$ cat src/rtl/multicycle_ctrl_pkg.sv
// rtl/multicycle_ctrl_pkg.sv - opcodes, state encoding and datapath select encodings
package multicycle_ctrl_pkg;

  localparam logic [6:0] OP_RR     = 7'b0110011;
  localparam logic [6:0] OP_IMM    = 7'b0010011;
  localparam logic [6:0] OP_LOAD   = 7'b0000011;
  localparam logic [6:0] OP_STORE  = 7'b0100011;
  localparam logic [6:0] OP_BRANCH = 7'b1100011;
  localparam logic [6:0] OP_JAL    = 7'b1101111;
  localparam logic [6:0] OP_JALR   = 7'b1100111;
  localparam logic [6:0] OP_LUI    = 7'b0110111;
  localparam logic [6:0] OP_AUIPC  = 7'b0010111;

  typedef enum logic [2:0] {
    S_FETCH  = 3'd0,
    S_DECODE = 3'd1,
    S_EXEC   = 3'd2,
    S_MEM    = 3'd3,
    S_WB     = 3'd4,
    S_TRAP   = 3'd5
  } state_e;

  localparam logic [1:0] PC_PLUS4 = 2'd0;
  localparam logic [1:0] PC_IMM   = 2'd1;
  localparam logic [1:0] PC_ALU   = 2'd2;

  localparam logic [1:0] WB_ALU   = 2'd0;
  localparam logic [1:0] WB_LOAD  = 2'd1;
  localparam logic [1:0] WB_LINK  = 2'd2;
  localparam logic [1:0] WB_IMM   = 2'd3;

  localparam logic ALU_A_RS1 = 1'b0;
  localparam logic ALU_A_PC  = 1'b1;
  localparam logic ALU_B_RS2 = 1'b0;
  localparam logic ALU_B_IMM = 1'b1;

  function automatic logic is_legal(input logic [6:0] op);
    return op inside {OP_RR, OP_IMM, OP_LOAD, OP_STORE, OP_BRANCH,
                      OP_JAL, OP_JALR, OP_LUI, OP_AUIPC};
  endfunction

  function automatic logic uses_imm(input logic [6:0] op);
    return op inside {OP_IMM, OP_LOAD, OP_STORE, OP_JALR, OP_AUIPC};
  endfunction

endpackage

$ cat src/rtl/multicycle_ctrl_wait_timer.sv
// rtl/multicycle_ctrl_wait_timer.sv - memory wait counter with clear, enable and expiry
module wait_timer #(
  parameter int TIMEOUT = 255
) (
  input  logic clk,
  input  logic rst_n,
  input  logic clr,
  input  logic en,
  output logic expired
);

  localparam int W = (TIMEOUT < 2) ? 1 : $clog2(TIMEOUT + 1);
  localparam logic [W-1:0] LAST = (TIMEOUT == 0) ? '0 : W'(TIMEOUT - 1);

  logic [W-1:0] count;

  always_ff @(posedge clk or negedge rst_n) begin
    if (!rst_n) begin
      count <= '0;
    end else if (clr) begin
      count <= '0;
    end else if (en) begin
      count <= count + 1'b1;
    end
  end

  // Fires during the TIMEOUT-th consecutive idle cycle so that cycle decides the trap
  assign expired = (TIMEOUT != 0) && en && (count == LAST);

endmodule

$ cat src/rtl/multicycle_ctrl.sv
// rtl/multicycle_ctrl.sv - multicycle instruction sequencer: fetch, decode, exec, mem, write-back
module multicycle_ctrl
  import multicycle_ctrl_pkg::*;
#(
  parameter int TIMEOUT = 255
) (
  input  logic       clk,
  input  logic       rst_n,
  input  logic [6:0] instr_opcode,
  input  logic       mem_ready,
  input  logic       branch_taken,
  output logic       imem_req,
  output logic       dmem_req,
  output logic       dmem_we,
  output logic       ir_we,
  output logic       reg_we,
  output logic       pc_we,
  output logic [1:0] pc_sel,
  output logic       alu_a_sel,
  output logic       alu_b_sel,
  output logic [1:0] wb_sel,
  output logic       retire,
  output logic       illegal,
  output logic       bus_err,
  output logic [2:0] state
);

  state_e     state_q, state_next;
  logic [6:0] opcode_q;
  logic       wait_en, wait_clr, wait_expired;

  assign wait_en  = ((state_q == S_FETCH) || (state_q == S_MEM)) && !mem_ready;
  assign wait_clr = (state_next != state_q);
  assign state    = state_q;

  wait_timer #(.TIMEOUT(TIMEOUT)) u_wait_timer (
    .clk     (clk),
    .rst_n   (rst_n),
    .clr     (wait_clr),
    .en      (wait_en),
    .expired (wait_expired)
  );

  always_ff @(posedge clk or negedge rst_n) begin
    if (!rst_n) begin
      state_q <= S_FETCH;
    end else begin
      state_q <= state_next;
    end
  end

  always_ff @(posedge clk or negedge rst_n) begin
    if (!rst_n) begin
      opcode_q <= '0;
      illegal  <= 1'b0;
      bus_err  <= 1'b0;
    end else begin
      if (state_q == S_FETCH && mem_ready) begin
        opcode_q <= instr_opcode;
      end
      if (state_q == S_DECODE && !is_legal(opcode_q)) begin
        illegal <= 1'b1;
      end
      if (wait_expired) begin
        bus_err <= 1'b1;
      end
    end
  end

  always_comb begin
    state_next = state_q;
    imem_req   = 1'b0;
    dmem_req   = 1'b0;
    dmem_we    = 1'b0;
    ir_we      = 1'b0;
    reg_we     = 1'b0;
    pc_we      = 1'b0;
    retire     = 1'b0;
    pc_sel     = PC_PLUS4;
    wb_sel     = WB_ALU;
    alu_a_sel  = ALU_A_RS1;
    alu_b_sel  = ALU_B_RS2;

    unique case (state_q)
      S_FETCH: begin
        imem_req = 1'b1;
        if (mem_ready) begin
          ir_we      = 1'b1;
          state_next = S_DECODE;
        end else if (wait_expired) begin
          state_next = S_TRAP;
        end
      end
      S_DECODE: begin
        state_next = is_legal(opcode_q) ? S_EXEC : S_TRAP;
      end
      S_EXEC: begin
        alu_a_sel = (opcode_q == OP_AUIPC) ? ALU_A_PC : ALU_A_RS1;
        alu_b_sel = uses_imm(opcode_q) ? ALU_B_IMM : ALU_B_RS2;
        if (opcode_q == OP_LOAD || opcode_q == OP_STORE) begin
          state_next = S_MEM;
        end else if (opcode_q == OP_BRANCH) begin
          pc_we      = 1'b1;
          retire     = 1'b1;
          pc_sel     = branch_taken ? PC_IMM : PC_PLUS4;
          state_next = S_FETCH;
        end else begin
          state_next = S_WB;
        end
      end
      S_MEM: begin
        dmem_req = 1'b1;
        dmem_we  = (opcode_q == OP_STORE);
        if (mem_ready) begin
          if (opcode_q == OP_LOAD) begin
            state_next = S_WB;
          end else begin
            pc_we      = 1'b1;
            retire     = 1'b1;
            state_next = S_FETCH;
          end
        end else if (wait_expired) begin
          state_next = S_TRAP;
        end
      end
      S_WB: begin
        reg_we     = 1'b1;
        pc_we      = 1'b1;
        retire     = 1'b1;
        state_next = S_FETCH;
        unique case (opcode_q)
          OP_LOAD:          wb_sel = WB_LOAD;
          OP_JAL, OP_JALR:  wb_sel = WB_LINK;
          OP_LUI:           wb_sel = WB_IMM;
          default:          wb_sel = WB_ALU;
        endcase
        if (opcode_q == OP_JAL) begin
          pc_sel = PC_IMM;
        end else if (opcode_q == OP_JALR) begin
          pc_sel = PC_ALU;
        end
      end
      S_TRAP: begin
        state_next = S_TRAP;
      end
      default: begin
        state_next = S_TRAP;
      end
    endcase

    // Reset is asynchronous, so the outputs must go quiet without waiting for an edge
    if (!rst_n) begin
      imem_req  = 1'b0;
      dmem_req  = 1'b0;
      dmem_we   = 1'b0;
      ir_we     = 1'b0;
      reg_we    = 1'b0;
      pc_we     = 1'b0;
      retire    = 1'b0;
      pc_sel    = PC_PLUS4;
      wb_sel    = WB_ALU;
      alu_a_sel = ALU_A_RS1;
      alu_b_sel = ALU_B_RS2;
    end
  end

endmodule

$ cat config.mk
export PLATFORM = sky130hd
export DESIGN_NAME = multicycle_ctrl
export DESIGN_NICKNAME = d
export VERILOG_FILES = /design/src/rtl/multicycle_ctrl_pkg.sv /design/src/rtl/multicycle_ctrl_wait_timer.sv /design/src/rtl/multicycle_ctrl.sv
export SDC_FILE = /design/constraint.sdc
export NUM_CORES = 1
export LEC_CHECK = 0
export CAP_MARGIN = 20
export CORE_AREA = 5 5 63 60
export CTS_CLUSTER_DIAMETER = 120
export DETAILED_ROUTE_END_ITERATION = 16
export DIE_AREA = 0 0 68 65
export PLACE_DENSITY = 0.77
export SYNTH_ARGS = -nofsm -noshare
export SYNTH_HDL_FRONTEND = slang
export SYNTH_SLANG_ARGS = --single-unit
$ cat constraint.sdc
create_clock -name clk -period 2.4 [get_ports clk]
set_clock_uncertainty 0.1 [all_clocks]
set_input_delay 0.48 -clock clk [delete_from_list [all_inputs] [get_ports clk]]
set_output_delay 0.48 -clock clk [all_outputs]
set_load 0.1 [all_outputs]
==> Word-level counts from Yosys, hierarchy flattened <==
Index checks and enable logic that the tools add are counted.
W data, S select, Z words.
{ "classes": {"mux": 43, "n_eq_ne": 15, "add_sub_neg": 1, "reduce_logical": 13} }
{ "ops": {"columns": ["op", "n"], "rows": [
  ["$mux W1", 25],
  ["$eq A7 B6 Y1 const B", 3],
  ["$eq A7 B7 Y1 const B", 3],
  ["$mux W3", 7],
  ["$mux W8", 2],
  ["$pmux W3 S5", 1],
  ["$eq A7 B5 Y1 const B", 2],
  ["$mux W2", 5],
  ["$reduce_bool A9 Y1", 1],
  ["$add A8 B1 Y8 const B", 1],
  ["$eq A8 B8 Y1 const B", 1],
  ["$eq A7 B2 Y1 const B", 1],
  ["$eq A3 B2 Y1 const B", 2],
  ["$pmux W2 S3", 1],
  ["$reduce_bool A5 Y1", 1],
  ["$logic_and A1 B1 Y1", 4],
  ["$pmux W2 S2", 1],
  ["$eq A3 B1 Y1 const B", 1],
  ["$eq A3 B3 Y1 const B", 1],
  ["$logic_not A3 Y1", 1],
  ["$ne A3 B3 Y1", 1],
  ["$pmux W1 S3", 1],
  ["$logic_not A1 Y1", 2],
  ["$logic_or A1 B1 Y1", 2],
  ["2 further kinds", 2]
]} }
{ "totals": {"register_bits": 20, "output_inout_bits": 18, "word_cells": 77} }

==> Depth between registers and ports, before layout <==
Gate-level depths: netlist of the first run.
{ "logic_depth": {"ltp_word": 9, "mapped_depth": 6, "ltp_nobuf": 6} }

==> Modules after synthesis <==
From an unflattened synthesis of the first run, not the netlist that was laid out.
{ "unflattened": {"hier_cells": 150, "area_unflattened_um2": 1341.3} }
{ "modules_own_cells": {"columns": ["module", "n_inst", "cells_each", "seq_area_each_um2", "area_per_inst_um2"], "rows": [
  ["multicycle_ctrl", 1, 109, 300.3, 929.6],
  ["wait_timer", 1, 41, 200.2, 411.6]
]} }

==> Worst setup path after synthesis of the first run <==
OpenSTA, ideal clock, no wires.
{ "synth_timing": {"path_type": "reg-to-output", "start": "register state_q[2] (netlist: state[2])", "end": "output pc_sel[0]", "arrival_ns": 6.162, "path_buffers": 1, "slack_ns": -4.342, "path_stages_with_launch": 5, "path_cell_list": "dfrtp_1 > buf_6 > and2b_1 > a31oi_1 > a2111oi_0"} }
{ "synth_between": {"elab_chain_len": 3, "elab_cells_between_ends": 4} }
{ "synth_lines": {"columns": ["item", "line", "text"], "rows": [
  ["start: declaration", "multicycle_ctrl.sv:28", "state_e state_q, state_next;"],
  ["start signal: assignment", "multicycle_ctrl.sv:48", "state_q <= state_next;"],
  ["$eq A3 B3 Y1 or $eq A3 B2 Y1 (tied branches)", "multicycle_ctrl.sv:84", "unique case (state_q)"],
  ["$pmux W2 S2 *", "multicycle_ctrl.sv:84", null],
  ["$mux W2 *", "multicycle_ctrl.sv:152", "if (!rst_n) begin"],
  ["end: declaration", "multicycle_ctrl.sv:18", "output logic [1:0] pc_sel,"]
]} }
Every way passes the cells marked *; elsewhere a longest branch is shown, timed or not.

==> Final worst setup path of the first run <==
{ "layout_timing": {"start": "register opcode_q[2]", "end": "output retire"} }
{ "layout_between": {"elab_chain_len": 5, "elab_cells_between_ends": 10} }
{ "layout_lines": {"columns": ["item", "line", "text"], "rows": [
  ["start: declaration", "multicycle_ctrl.sv:29", "logic [6:0] opcode_q;"],
  ["start signal: assignment", "multicycle_ctrl.sv:59", "opcode_q <= instr_opcode;"],
  ["$eq A7 B2 Y1 (tied with other cells)", "multicycle_ctrl.sv:100, multicycle_ctrl.sv:115", null],
  ["$mux W1 (tied with other cells)", "multicycle_ctrl.sv:115", "if (opcode_q == OP_LOAD) begin"],
  ["$mux W1 (on tied branches)", "multicycle_ctrl.sv:114, multicycle_ctrl.sv:100", null],
  ["$pmux W1 S3 *", "multicycle_ctrl.sv:84", null],
  ["$mux W1 *", "multicycle_ctrl.sv:152", null],
  ["end: declaration", "multicycle_ctrl.sv:22", "output logic retire,"]
]} }
Marks and branches as above.

==> results of run 1 <==
placed cells by master (no fill, tap or decap), types with 4 or more instances in the layout:
cell type	instances
dfrtp_1	15
xnor2_1	7
nor2_1	5
buf_4	29
inv_1	4
nor4_1	10
clkdlybuf4s50_1	9
a21o_1	4
buf_12	15
mux2_2	6
nand2_1	10
state kept, by name, summed over array words and instances, names as in the netlist:
name,count
bus_err,1
state,3
opcode_q,7
u_wait_timer.count,8
illegal,1
how the worst min path moves through the flow:
stage | endpoint | cells past startpoint | slack [ns] | startpoint
after global routing | u_wait_timer.count[2]$_DFFE_PN0P_ | 2 | 0.37 | rst_n
after floorplan | bus_err$_DFFE_PN0P_ | 0 | 0.08 | rst_n
after detailed placement | bus_err$_DFFE_PN0P_ | 1 | 0.35 | bus_err$_DFFE_PN0P_
final | u_wait_timer.count[2]$_DFFE_PN0P_ | 2 | 0.33 | rst_n
after CTS | u_wait_timer.count[0]$_DFFE_PN0P_ | 2 | 0.32 | rst_n
after global placement | bus_err$_DFFE_PN0P_ | 1 | 0.35 | bus_err$_DFFE_PN0P_
through the flow:
step           setup TNS (ns)  instances  total power [µW]  hold slack, ns  util, %
3_5_place_dp           -0.690        230               381           0.354     67.5
6_report               -0.179        250               663           0.335     76.1
3_3_place_gp           -0.507        230               379           0.348     67.5
2_1_floorplan           -4.06        155               351          0.0844        -
5_1_grt                -0.498        250               689           0.367     76.1
4_1_cts                -0.101        248               663           0.325     74.7
area by class of cell:
class                           count  area (µm²)
Clock buffer                        3        22.5
Clock inverter                      1        30.0
Fill cell                         205         747
Inverter                            5        18.8
Multi-Input combinational cell    120        1090
Sequential cell                    20         514
Tap cell                           44        55.1
Timing Repair Buffer               57         651
power breakdown:
part	internal, µW	switching [µW]
registers	337	0
clock network	169	116
logic	21.4	19.8
total	527	136
worst reg2reg max path, cell delays in order, from the launching register on:
cell and delay, ns:
dfrtp_1 0.44, inv_1 0.07, ha_1 0.21, and3_1 0.27, a2111oi_4 0.47, a311oi_4 0.14, nor4_1 0.42
repair_timing:
item / in CTS / in global routing
buffers inserted: 14 / 3
pin swaps: 4 / 9
endpoints found under the setup margin: 11 / 9
gates resized for setup: 11 / 8
layer usage:
| layer | track usage, % | share of wire, % | up-vias | routed length (µm) |
|---|---|---|---|---|
| li1 | - | - | 686 | - |
| met1 | 32.1 | 39 | 734 | 1900 |
| met2 | 38.1 | 49 | 98 | 2380 |
| met3 | 5.03 | 9.0 | 28 | 440 |
| met4 | 9.93 | 3.3 | 0 | 163 |
| met5 | 0 | 0 | - | 0 |
logic make-up after synthesis:
kind of cell	count (synthesis)	synth area share, %
simple gates	72	28.3
compound gates	29	18.1
flops	20	33.6
buf+inv	15	6.14
mux	9	7.40
xor+xnor	8	4.71
fa+ha+maj	2	1.68
==> flow_summary_export.csv, run 1 <==
group,metric,value,unit
outcome,outcome,"complete, but fails checks",
outcome,violations,"setup timing",
floorplanning,rows,20,
timing,hold_viol_final,0,
global_routing,grt_max_degree,22,
synth,synth_commonest_cells,"20 x dfrtp_1, 12 x nand2_1, 11 x nor4_1",
timing,finalCritPeriodShare,103,%
placed_design,placed_cell_area,0.00211,mm²
floorplanning,die_area,0.00442,mm²
synth,syn_avg_cell_area,9.60,µm²
placed_design,gp_congestion,0.915,
synth,yosys.area.top_type,"dfrtp_1",
critical_path,rr_startpoint,"u_wait_timer.count[0]$_DFFE_PN0P_",
synth,synthTopCellsByArea,"dfrtp_1 34%, nor4_1 4.6%, mux2_2 4.5%",
synth,synthCells,155,
clocking,cts-buffers-inserted,3,
power_and_ir_drop,peakVddDrop,0.330,mV
global_routing,grt_pass1_wl,8130,µm
timing,fin_ws,-0.0717,ns
timing,worst_pin_slew,0.685,ns
critical_path,slowest_delay,0.42,ns
critical_path,required,1.82,ns
global_routing,grt.total_usage,24.3,%
clocking,clock_latency,0.32,ns
critical_path,rr_endpoint,"u_wait_timer.count[6]$_DFFE_PN0P_",
critical_path,crit_start,"opcode_q[2]$_DFFE_PN0P_",
critical_path,crit_path_end_kind,"output pin",
critical_path,path_max_fanout,4,
synth,async_flop_share,100,%
floorplanning,start_util,47.6,%
routing,drc,0,
critical_path,slowest_stage,"dfrtp_1",
critical_path,crit_cells,5,
final_layout,area_delta_synth_final,60.1,%
routing,final_antenna_net_count,0,
critical_path,path_buf_inv,1,
timing,fmax,405,MHz
synth,synth_edf_count,0,
routing,routed_wl,4890,µm
critical_path,crit_type,"register to output pin",
routing,wl_per_cell,19.5,µm
timing,max_slew_margin,54.3,%
routing,drtIter0Drc,100,
critical_path,crit_family,"compound AO/OA/AOI/OAI gates",
timing,rsz0062_at_grt,"true",
critical_path,cp_cell_sequence,"or2_4 -> o41ai_4 -> a2bb2oi_2 -> o22ai_4 -> buf_12",
floorplanning,coreArea,0.00313,mm²
synth,ys_ff_latch,20,
critical_path,endpoint,"retire",
floorplanning,io_pins,29,
timing,min_period,2.47,ns
final_layout,finalInstanceArea,0.00238,mm²
placed_design,dp_hpwl,3000,µm
global_routing,grt_pass1_vias,1637,
floorplanning,die_h,65,µm
power_and_ir_drop,p_leak,0.000984,µW
critical_path,crit_arrival,1.89,ns
synth,synth_top_cell_area_share,33.6,%
timing,setup_viol,3,
clocking,holdBufCountCts,0,
synth,yosysUniqueCellTypes,55,
synth,yosysMostFrequentCell,"dfrtp_1",
clocking,clockRootBuffer,"clkbuf_4",
clocking,clkTransAtPathRegs,0.13,ns
final_layout,drive_above_1_share,48.1,%
final_layout,nets,220,
synth,synthFlopType,"dfrtp_1",
timing,drv_slew,0,
global_routing,overflow,0,
routing,drt-pass1-iter-count,4,
power_and_ir_drop,p_per_area,279,mW/mm²
critical_path,reg2reg_depth,6,
clocking,h-tree-depth,1,
synth,ys_warn_count,0,
placed_design,port_buffers,28,
routing,vias_per_cell,6.18,
global_routing,grt_antenna_before_repair,0,
flow_run,drv_cap,0,
worst_hold_path,hold_path_class,"input port to async pin",
synth,ys_seq_area_share,33.6,%
critical_path,start_kind,"register",
routing,vias,1546,
synth,synth_nets,168,
synth,syn_area,0.00149,mm²
clocking,cts_tree,"done",
final_layout,antenna_cells,0,
floorplanning,die_x,68,µm
clocking,numClockSinks,20,
placed_design,post-place-ws,-0.120,ns
critical_path,reg2reg_slack,0.16,ns
clocking,cts_max_path_buffers,2,
No activity file was read; power rests on OpenSTA's default activity.
==> inputs of run 2 (changes only) <==
Settings changed: CORE_AREA 5 5 63 60 to 5 5 81 75, DIE_AREA 0 0 68 65 to 0 0 86 80, PLACE_DENSITY 0.77 to unset.
==> run 2 against run 1 <==
Register-to-register slack better by 0.20 ns. The run now ends clean. Power is 6.2% lower. Worst hold slack worse by 0.014 ns. Global-route usage is 12 points lower. Die area is 56% higher. Maximum frequency is 5.6% higher. Sequential share of layout area is 0.70 points higher. Critical endpoint is now dmem_we. Critical path depth is 1 higher.
==> flow_summary_export.csv, run 2 (same netlist as run 1, synthesis figures left out) <==
group,metric,value,unit
outcome,outcome,"complete, no violations",
power_and_ir_drop,pwr-share-clk,39.6,%
routing,vias_per_cell,5.26,
clocking,clockRootBuffer,"clkbuf_8",
global_routing,grtUsageMet3,1.75,%
floorplanning,die_h,80,µm
routing,drt-pass1-iter-count,4,
power_and_ir_drop,switching_share,23.4,%
flow_run,drv_cap,0,
timing,drv_slew,0,
final_layout,final_common_cell,"buf_4",
final_layout,nets,216,
clocking,clock_latency,0.27,ns
placed_design,port_buffers,28,
timing,fmax,427,MHz
routing,wl_per_cell,15.7,µm
power_and_ir_drop,power.total,623,µW
placed_design,dp.cells,257,
clocking,holdBufCountCts,0,
critical_path,slowest_stage,"dfrtp_1",
critical_path,slowest_delay,0.38,ns
critical_path,crit_cells,6,
placed_design,post-place-ws,-0.196,ns
power_and_ir_drop,p_per_area,271,mW/mm²
critical_path,required,1.82,ns
power_and_ir_drop,combPwrFrac,6.3,%
final_layout,antenna_cells,0,
floorplanning,io_pins,29,
final_layout,instances_no_fill,269,
clocking,cts_tree,"done",
routing,routed_wl,4220,µm
critical_path,crit_path_frequent_cell,"buf_6",
worst_hold_path,hold_path_class,"input port to async pin",
critical_path,start_kind,"register",
clocking,h-tree-depth,1,
routing,drc,0,
timing,setup_viol,0,
floorplanning,rows,25,
placed_design,gp_congestion,0.859,
timing,rsz0062_at_grt,"true",
power_and_ir_drop,p_int,477,µW
placed_design,placed_cell_area,0.00216,mm²
routing,vias,1414,
final_layout,area_delta_synth_final,54.7,%
final_layout,most-common-layout-cells,"27 x buf_4, 16 x dfrtp_1, 13 x buf_12",
final_layout,largest_register_ffs,8,
global_routing,overflow,0,
critical_path,rr_startpoint,"u_wait_timer.count[0]$_DFFE_PN0P_",
power_and_ir_drop,peakVddDrop,0.253,mV
floorplanning,die_area,0.00688,mm²
final_layout,drive_above_1_share,43.6,%
clocking,cts-buffers-inserted,3,
final_layout,max_flop_register,"u_wait_timer.count",
power_and_ir_drop,power_switching,146,µW
timing,max_slew_margin,51.1,%
clocking,numClockSinks,20,
global_routing,grt_max_degree,15,
timing,tns,0,ns
global_routing,met1_usage,17.6,%
floorplanning,coreArea,0.00516,mm²
timing,min_period,2.34,ns
global_routing,grt_pass1_wl,6870,µm
global_routing,grtUsageMet2,19.4,%
routing,final_antenna_net_count,0,
critical_path,crit_arrival,1.76,ns
final_layout,num-fill-cells,500,
critical_path,path_buf_inv,3,
timing,fin_ws,0.0598,ns
global_routing,grt.total_usage,12.6,%
clocking,cts_max_path_buffers,2,
critical_path,crit_family,"simple AND/OR/NAND/NOR gates",
critical_path,crit_type,"register to output pin",
floorplanning,start_util,28.8,%
global_routing,grt_antenna_before_repair,0,
timing,finalCritPeriodShare,97.5,%
routing,drtIter0Drc,146,
global_routing,busiest_layer,"met2",
final_layout,finalInstanceArea,0.00230,mm²
critical_path,path_max_fanout,5,
floorplanning,die_x,86,µm
power_and_ir_drop,p_leak,0.000924,µW
placed_design,dp_hpwl,3120,µm
critical_path,reg2reg_slack,0.36,ns
critical_path,rr_endpoint,"u_wait_timer.count[3]$_DFFE_PN0P_",
global_routing,grt_pass1_vias,1355,
clocking,clkTransAtPathRegs,0.08,ns
critical_path,reg2reg_depth,6,
timing,worst_pin_slew,0.733,ns
power_and_ir_drop,power.share.sequential,54.1,%
critical_path,crit_path_end_kind,"output pin",
critical_path,cp_cell_sequence,"nand3b_1 -> buf_6 -> nor3_4 -> buf_6 -> and3_4 -> buf_12",
timing,hold_viol_final,0,
## run 2: cell count changes in the layout (fill, tap and decap cells not counted), sizes merged
cell,before,now
buf,47,43
clkbuf,3,4
bufinv,1,0
## run 2: worst register-to-register path, cell delays in order, from the launching register on
cell       delay, ns
dfrtp_1         0.43
inv_1           0.06
ha_1            0.19
and3_1          0.24
a2111oi_4       0.45
a311oi_4        0.14
nor4_1          0.33
## run 2: power groups by stage
stage                     clock network, µW  registers (µW)  logic, µW
after CTS                               249             337       39.0
after detailed placement                  0             343       39.0
after global placement                    0             343       38.5
final                                   247             336       39.2
after floorplan                           0             344       7.27
after global routing                    273             337       43.3
## run 2: worst max-delay path by stage
stage,slack (ns),start,endpoint
floorplan,-0.95,state[0]$_DFF_PN0_,pc_sel[1]
global placement,-0.16,rst_n,alu_a_sel
detailed placement,-0.20,rst_n,alu_a_sel
CTS,0.02,mem_ready,retire
global route,-0.02,opcode_q[2]$_DFFE_PN0P_,pc_we
finish,0.06,opcode_q[3]$_DFFE_PN0P_,dmem_we
## run 2: per-layer routing
layer	share of wire [%]	wire length, µm
met4	2.1	89
met5	0	0
met3	5.1	214
met2	46	1920
met1	47	1990
## run 2: timing repair
action / in CTS / in global routing
setup endpoints to repair: 11 / 6
setup buffers: 2 / 6
gates resized for setup: 3 / 6
pin swaps: 5 / 3
## run 2: cell type report
class | count | area, µm² | area share [%]
Timing Repair Buffer | 53 | 596 | 25.9
Multi-Input combinational cell | 120 | 1040 | 45.4
Sequential cell | 20 | 513 | 22.3
Tap cell | 67 | 83.8 | 3.64
Clock buffer | 4 | 45.0 | 1.96
Inverter | 5 | 18.8 | 0.816
## run 2: stage by stage
step	hold slack, ns	utilization, %
floorplan	0.0844	-
global placement	0.350	41.8
detailed placement	0.349	41.8
CTS	0.333	43.2
global route	0.342	44.6
finish	0.321	44.6
